===== config.mk =====
export PLATFORM = sky130hd
export DESIGN_NAME = score_counter_flat
export DESIGN_NICKNAME = d
export VERILOG_FILES = /design/src/rtl/score_counter_if.sv /design/src/rtl/score_counter.sv /design/src/flat_wrapper.sv
export SDC_FILE = /design/constraint.sdc
export NUM_CORES = 1
export LEC_CHECK = 0
export CAP_MARGIN = 20
export CORE_MARGIN = 2
export CORE_UTILIZATION = 25
export CTS_CLUSTER_SIZE = 16
export DETAILED_ROUTE_END_ITERATION = 7
export GPL_TIMING_DRIVEN = 0
export PLACE_DENSITY = 0.42
export REMOVE_ABC_BUFFERS = 1
export SYNTH_ARGS = -nofsm -noshare
export SYNTH_HDL_FRONTEND = slang
export SYNTH_SLANG_ARGS = --single-unit

===== constraint.sdc =====
create_clock -name clk_vga -period 8.06 [get_ports clk_vga]
set_input_delay 2.418 -clock clk_vga [delete_from_list [all_inputs] [get_ports clk_vga]]
set_output_delay 2.418 -clock clk_vga [all_outputs]
set_load 0.05 [all_outputs]

===== src/rtl/score_counter_if.sv =====
// score_counter_if: bundle between game logic / renderer and score_counter.
//   master : game-side driver (v_sync_i, hit_i, hit_value_i, clear_i in;
//            score/status and debug observation out)
//   slave  : score_counter itself
// Signals:
//   v_sync_i      vertical sync, low = blanking
//   hit_i         one-cycle pulse, adds hit_value_i points (0 = no-op)
//   hit_value_i   4-bit point value for this hit
//   clear_i       one-cycle pulse, new game
//   score_o       published BCD score {hundreds,tens,units}
//   score_digit_o significant-digit count of the published score
//   busy_o        points still waiting to be applied
//   sat_o         working score has reached 999
//   dbg_inc       FSM state (1 = INC, 0 = IDLE)
//   dbg_pending   pending-points counter
//   dbg_working   working (unpublished) BCD score
// Handshake: there is no valid/ready flow control. hit_i and clear_i are
// single-cycle strobes sampled on every rising clock edge and always accepted;
// a hit that arrives while the score is saturated, or in the same cycle as
// clear_i, is discarded rather than back-pressured.
interface score_counter_if #(
  parameter int PEND_WIDTH = 8
);
  logic                  v_sync_i;
  logic                  hit_i;
  logic [3:0]            hit_value_i;
  logic                  clear_i;
  logic [11:0]           score_o;
  logic [1:0]            score_digit_o;
  logic                  busy_o;
  logic                  sat_o;
  logic                  dbg_inc;
  logic [PEND_WIDTH-1:0] dbg_pending;
  logic [11:0]           dbg_working;

  modport master (
    output v_sync_i, hit_i, hit_value_i, clear_i,
    input  score_o, score_digit_o, busy_o, sat_o,
    input  dbg_inc, dbg_pending, dbg_working
  );

  modport slave (
    input  v_sync_i, hit_i, hit_value_i, clear_i,
    output score_o, score_digit_o, busy_o, sat_o,
    output dbg_inc, dbg_pending, dbg_working
  );
endinterface


===== src/rtl/score_counter.sv =====
// score_counter: accumulates hit points into a 3-digit BCD score (000-999),
// applying one BCD increment per cycle, and publishes the score to the
// renderer only on vertical-blank entry (v_sync_i falling edge).
// Ports:
//   clk_vga  pixel/system clock, all logic on rising edge
//   rst      synchronous active-high reset
//   bus      score_counter_if slave modport (inputs, score/status, debug)
// Parameters:
//   PEND_WIDTH    width of the saturating pending-points counter
//   SYNC_TO_VBLK  1: publish on vblank entry; 0: publish every cycle
module score_counter #(
  parameter int PEND_WIDTH   = 8,
  parameter bit SYNC_TO_VBLK = 1'b1
) (
  input  logic            clk_vga,
  input  logic            rst,
  score_counter_if.slave  bus
);

  typedef enum logic {
    IDLE = 1'b0,
    INC  = 1'b1
  } state_t;

  localparam logic [PEND_WIDTH:0]   PEND_MAX = {1'b0, {PEND_WIDTH{1'b1}}};
  localparam logic [PEND_WIDTH-1:0] PEND_ONE = {{(PEND_WIDTH-1){1'b0}}, 1'b1};

  state_t                state_q, state_d;
  logic [PEND_WIDTH-1:0] pending_q, pending_d;
  logic [11:0]           working_q, working_d;
  logic [11:0]           score_q, score_d;
  logic [1:0]            digit_q, digit_d;
  logic                  busy_q, busy_d;
  logic                  sat_q, sat_d;
  logic                  v_sync_q, v_sync_d;

  logic [3:0]            add_pts;
  logic                  dec;
  logic                  reach_max;
  logic                  vblk_edge;
  logic [PEND_WIDTH:0]   pend_sum;

  // BCD +1 with ripple carry across all three digits in one cycle. The
  // hundreds digit never wraps; the FSM stops incrementing at 999.
  function automatic logic [11:0] bcd_inc(input logic [11:0] w);
    logic [3:0] u, t, h;
    u = w[3:0];
    t = w[7:4];
    h = w[11:8];
    if (u == 4'd9) begin
      u = 4'd0;
      if (t == 4'd9) begin
        t = 4'd0;
        if (h != 4'd9) h = h + 4'd1;
      end else begin
        t = t + 4'd1;
      end
    end else begin
      u = u + 4'd1;
    end
    return {h, t, u};
  endfunction

  function automatic logic [1:0] digits(input logic [11:0] w);
    if (w[11:8] != 4'd0)     return 2'b11;
    else if (w[7:4] != 4'd0) return 2'b10;
    else if (w[3:0] != 4'd0) return 2'b01;
    else                     return 2'b00;
  endfunction

  always_comb begin
    add_pts   = bus.hit_i ? bus.hit_value_i : 4'd0;
    // pending is never zero while in INC; the guard keeps the subtract safe.
    dec       = (state_q == INC) && (pending_q != '0);
    // The increment that turns 998 into 999 also saturates the score.
    reach_max = (state_q == INC) && (working_q == 12'h998);
    vblk_edge = v_sync_q & ~bus.v_sync_i;
    pend_sum  = {1'b0, pending_q}
              + {{(PEND_WIDTH-3){1'b0}}, add_pts}
              - {{PEND_WIDTH{1'b0}}, dec};

    state_d   = state_q;
    pending_d = pending_q;
    working_d = working_q;
    score_d   = score_q;
    digit_d   = digit_q;
    sat_d     = sat_q;
    v_sync_d  = bus.v_sync_i;

    if (bus.clear_i) begin
      state_d   = IDLE;
      pending_d = '0;
      working_d = 12'h000;
      sat_d     = 1'b0;
      score_d   = 12'h000;
      digit_d   = 2'b00;
    end else begin
      if (state_q == INC) working_d = bcd_inc(working_q);
      sat_d = sat_q | reach_max;

      // Once saturated, any remaining or newly arriving points are dropped.
      if (sat_q || reach_max)        pending_d = '0;
      else if (pend_sum > PEND_MAX)  pending_d = '1;
      else                           pending_d = pend_sum[PEND_WIDTH-1:0];

      if (state_q == IDLE) begin
        if ((pending_q != '0) && !sat_q) state_d = INC;
      end else begin
        // Leaving on the last point only if nothing new arrives this cycle.
        if (reach_max || ((pending_q == PEND_ONE) && (add_pts == 4'd0)))
          state_d = IDLE;
      end

      // working_q (not working_d) is published, so an increment landing on
      // the vblank edge shows up one frame later.
      if (!SYNC_TO_VBLK || vblk_edge) begin
        score_d = working_q;
        digit_d = digits(working_q);
      end
    end

    busy_d = (pending_d != '0) || (state_d == INC);
  end

  always_ff @(posedge clk_vga) begin
    if (rst) begin
      state_q   <= IDLE;
      pending_q <= '0;
      working_q <= 12'h000;
      score_q   <= 12'h000;
      digit_q   <= 2'b00;
      busy_q    <= 1'b0;
      sat_q     <= 1'b0;
      v_sync_q  <= 1'b1;
    end else begin
      state_q   <= state_d;
      pending_q <= pending_d;
      working_q <= working_d;
      score_q   <= score_d;
      digit_q   <= digit_d;
      busy_q    <= busy_d;
      sat_q     <= sat_d;
      v_sync_q  <= v_sync_d;
    end
  end

  assign bus.score_o       = score_q;
  assign bus.score_digit_o = digit_q;
  assign bus.busy_o        = busy_q;
  assign bus.sat_o         = sat_q;
  assign bus.dbg_inc       = (state_q == INC);
  assign bus.dbg_pending   = pending_q;
  assign bus.dbg_working   = working_q;

endmodule


===== src/flat_wrapper.sv =====
// flat-port wrapper written by rule: the top's interface ports become plain ports
module score_counter_flat 
#(
  parameter int PEND_WIDTH   = 8,
  parameter bit SYNC_TO_VBLK = 1'b1
)
  (clk_vga, rst, bus_v_sync_i, bus_hit_i, bus_hit_value_i, bus_clear_i, bus_score_o, bus_score_digit_o, bus_busy_o, bus_sat_o, bus_dbg_inc, bus_dbg_pending, bus_dbg_working);
  score_counter_if #(.PEND_WIDTH(PEND_WIDTH)) bus_i ();
  input  logic clk_vga;
  input  logic rst;
  input wire logic [$bits(bus_i.v_sync_i)-1:0] bus_v_sync_i;
  input wire logic [$bits(bus_i.hit_i)-1:0] bus_hit_i;
  input wire logic [$bits(bus_i.hit_value_i)-1:0] bus_hit_value_i;
  input wire logic [$bits(bus_i.clear_i)-1:0] bus_clear_i;
  output wire logic [$bits(bus_i.score_o)-1:0] bus_score_o;
  output wire logic [$bits(bus_i.score_digit_o)-1:0] bus_score_digit_o;
  output wire logic [$bits(bus_i.busy_o)-1:0] bus_busy_o;
  output wire logic [$bits(bus_i.sat_o)-1:0] bus_sat_o;
  output wire logic [$bits(bus_i.dbg_inc)-1:0] bus_dbg_inc;
  output wire logic [$bits(bus_i.dbg_pending)-1:0] bus_dbg_pending;
  output wire logic [$bits(bus_i.dbg_working)-1:0] bus_dbg_working;
  assign bus_i.v_sync_i = bus_v_sync_i;
  assign bus_i.hit_i = bus_hit_i;
  assign bus_i.hit_value_i = bus_hit_value_i;
  assign bus_i.clear_i = bus_clear_i;
  assign bus_score_o = bus_i.score_o;
  assign bus_score_digit_o = bus_i.score_digit_o;
  assign bus_busy_o = bus_i.busy_o;
  assign bus_sat_o = bus_i.sat_o;
  assign bus_dbg_inc = bus_i.dbg_inc;
  assign bus_dbg_pending = bus_i.dbg_pending;
  assign bus_dbg_working = bus_i.dbg_working;
  score_counter #(.PEND_WIDTH(PEND_WIDTH), .SYNC_TO_VBLK(SYNC_TO_VBLK)) u_core (.clk_vga(clk_vga), .rst(rst), .bus(bus_i));
endmodule

==> results_dict.tcl <==
set metrics [dict create \
    drtAntennaViolNets 0 \
    routedWlPerCell_um 12.9 \
    synth_area_mm2 0.00204 \
    synth_seq_cells 38 \
    synth-edff-count 0 \
    irDropWorstVdd_mv 0.187 \
    worst_pin_slew_ns 0.598 \
    num_rows 32 \
    cp_cell_sequence "clkdlybuf4s50_1, nand2_1, ha_1, inv_1, fa_1, a211o_1, a311oi_2, xnor2_1, o311ai_1, a21o_1, o211ai_1" \
    min_path_type "flop to flop" \
    htreeDepth 2 \
    maxSlewHeadroom 0.602 \
    tritoncts "done" \
    critical_path.max_stage_delay_ns 0.54 \
    drt_iter0_drc 81 \
    nNetsFinal 315 \
    finalSetupTns_ns 0 \
    cts_setup_buffers 0 \
    worst_skew_pair.late_latency_ns 0.28 \
    crit_start "bus_hit_i" \
    clock.fmax_mhz 200 \
    ctsHoldBuffers 0 \
    insertedDiodeCount 0 \
    drive_above_1_share 0.0484 \
    required_ns 8.22 \
    netlist_instances 244 \
    cp-endpoint "u_core.bus.busy_o" \
    path_max_fanout 5 \
    crit_path_top_delay_cell "clkdlybuf4s50_1" \
    port_buffers 45 \
    critical_path_class "input port to flop" \
    die_h_um 94.4 \
    rsz0062_at_grt "no" \
    critical_path.top_delay_family "compound AO/OA/AOI/OAI gates" \
    grt_max_degree 29 \
    max-cap-violations 0 \
    place_ws_ns 2.77 \
    clk_path_buf_depth 2 \
    min_from "u_core.bus.score_o[9]" \
    antenna_found_initial 0 \
    reg2reg_depth 15 \
    initial_core_util 0.262 \
    syn2layout_area_growth_pct 30.0 \
    yosysWarnings 0 \
    path_depth 11 \
    hpwl_um 3680 \
    die_w_um 94.4 \
    avgSynthCellArea_um2 8.38 \
    grt_use_total 0.120 \
    drt_wl_total_um 5040 \
    cts.sinks 38 \
    min_period_over_period 0.622 \
    drtPass1Iterations 4 \
    grt_pass1_vias 1727 \
    dieArea_mm2 0.00892 \
    synthFlopType "dfxtp_1" \
    critPathArrivalTime_ns 5.17 \
    cts_root_buffer "clkbuf_8" \
    worst_slack_ns 3.05 \
    post_cts_resized 0 \
    slew_viol_final 0 \
    core-area_mm2 0.00781 \
    dr_total_vias 1764 \
    yosys.cell_types.count 45 \
    end_kind "flop" \
    status "finished, final reports clean" \
    drc 0 \
    reg2reg_slack_ns 4.46 \
    layout_min_cycle_time_ns 5.01 \
    ys_async_sr_fraction 0 \
    reg2reg_to "u_core.bus.busy_o" \
    grt_overflow_total 0 \
    power.density_mw_per_mm2 329 \
    p_leak_uw 0.000964 \
    setup_violations 0 \
    hold_viol 0 \
    viasPerCell 4.51 \
    cts.clk_slew.worst_paths_ns 0.07 \
    grt_pass1_wl_um 8430 \
    num_io_pins 46 \
    synth_seq_area_share 0.372 \
    critPathBufInv 2 \
    place.gp.congestion 0.710 \
    worstReg2RegStart "u_core.bus.dbg_pending[7]" \
    start_kind "input port" \
    cts_buffers 5 \
    fin_skew_ns 0.00646 \
]
==> worst register-to-register path, stage by stage (launching register included) <==
cell and delay [ns]:
dfxtp_1 0.31, inv_1 0.12, ha_1 0.16, nand2_1 0.09
nor4b_1 0.43, nor2_1 0.09, ha_1 0.28, inv_1 0.04
ha_1 0.21, fa_1 0.41, a211o_1 0.33, a311oi_2 0.33
xnor2_1 0.10, o311ai_1 0.31, a21o_1 0.17, o211ai_1 0.08
==> sequential cells by signal, indices dropped and copies added, names as in the netlist <==
register	count
u_core.bus.busy_o	1
u_core.bus.dbg_inc	1
u_core.bus.dbg_pending	8
u_core.bus.dbg_working	12
u_core.bus.sat_o	1
u_core.bus.score_digit_o	2
u_core.bus.score_o	12
u_core.v_sync_q	1
==> logic make-up (layout without fill, tap and decap cells) <==
family,Yosys count,after routing,share of synthesized area
compound gates,47,47,0.145
xor+xnor,13,13,0.0557
fa+ha+maj,18,18,0.114
buf+inv,30,75,0.0698
flops,38,38,0.372
simple gates,98,98,0.244
==> report_power, final <==
part	internal, uW	switching (uW)	leakage [uW]
clock network	69.1	67.1	0.0000482
logic	199	305	0.000607
registers	211	22.0	0.000309
==> metrics by stage <==
step	hold WS, ns	power, uW	cells	cell area, um2	util
floorplan	0.680	618	235	1980	-
global placement	0.444	746	382	2560	0.328
detailed placement	0.446	742	382	2560	0.328
CTS	0.457	884	390	2650	0.339
global route	0.479	950	391	2660	0.340
finish	0.456	874	391	2660	0.340
==> layout make-up <==
| class | instances | area [um2] |
|---|---|---|
| clock buffers | 7 | 86.3 |
| clock inverters | 1 | 5.00 |
| fillers | 846 | 5150 |
| inverters | 21 | 78.8 |
| multi-input cells | 176 | 1140 |
| flip-flops and latches | 38 | 761 |
| well taps | 102 | 128 |
| repair buffers | 46 | 458 |
==> layout by cell type (no fill, tap or decap), types with 2 or more instances in the layout <==
| cell | instances |
|---|---|
| or3_1 | 2 |
| o41ai_1 | 2 |
| nor3b_1 | 3 |
| nand3_1 | 2 |
| nor2b_1 | 7 |
| clkbuf_8 | 6 |
| nor2_1 | 29 |
| inv_1 | 21 |
| dfxtp_1 | 38 |
| nor3_1 | 5 |
| nand2b_1 | 2 |
| o21ai_0 | 6 |
| nand2_1 | 30 |
| xor2_1 | 4 |
| ha_1 | 17 |
| a21oi_1 | 25 |
| clkdlybuf4s50_1 | 45 |
| xnor2_1 | 9 |
| a211oi_1 | 3 |
| nor4b_1 | 2 |
| or2_2 | 3 |
| nor4_1 | 3 |
==> cell usage after synthesis, types with 2 or more instances <==
cell type | count | share of area
buf_4 | 2 | 0.0073
nand2b_1 | 2 | 0.0061
or2_2 | 3 | 0.0092
nand3_1 | 2 | 0.0049
o21ai_0 | 6 | 0.015
xnor2_1 | 9 | 0.039
or3_1 | 2 | 0.0061
nor4_1 | 3 | 0.0092
buf_6 | 3 | 0.017
nor3_1 | 5 | 0.012
dfxtp_1 | 38 | 0.37
nor3b_1 | 3 | 0.011
clkbuf_1 | 4 | 0.0073
a211oi_1 | 3 | 0.011
nor4b_1 | 2 | 0.0086
nor2b_1 | 7 | 0.021
inv_1 | 21 | 0.039
nor2_1 | 29 | 0.053
nand2_1 | 30 | 0.055
o41ai_1 | 2 | 0.0086
ha_1 | 17 | 0.10
a21oi_1 | 25 | 0.061
xor2_1 | 4 | 0.017
==> per-layer routing <==
| metal | up-vias | track usage | share of wire |
|---|---|---|---|
| met1 | 823 | 0.173 | 0.52 |
| met4 | 0 | 0.0290 | 0.0050 |
| met3 | 2 | 0.0279 | 0.032 |
| li1 | 911 | - | - |
| met5 | - | 0 | 0 |
| met2 | 28 | 0.182 | 0.45 |
==> how the worst min path moves through the flow <==
stage                                        to  slack [ns]  cells after the start
final                     u_core.bus.score_o[9]        0.46                      2
after global routing      u_core.bus.score_o[4]        0.48                      2
after CTS                 u_core.bus.score_o[9]        0.46                      2
after detailed placement  u_core.bus.score_o[9]        0.45                      2
after global placement    u_core.bus.score_o[4]        0.44                      2
after floorplan           u_core.bus.score_o[0]        0.68                      2
Note: power is estimated with default switching activity, not from simulation.
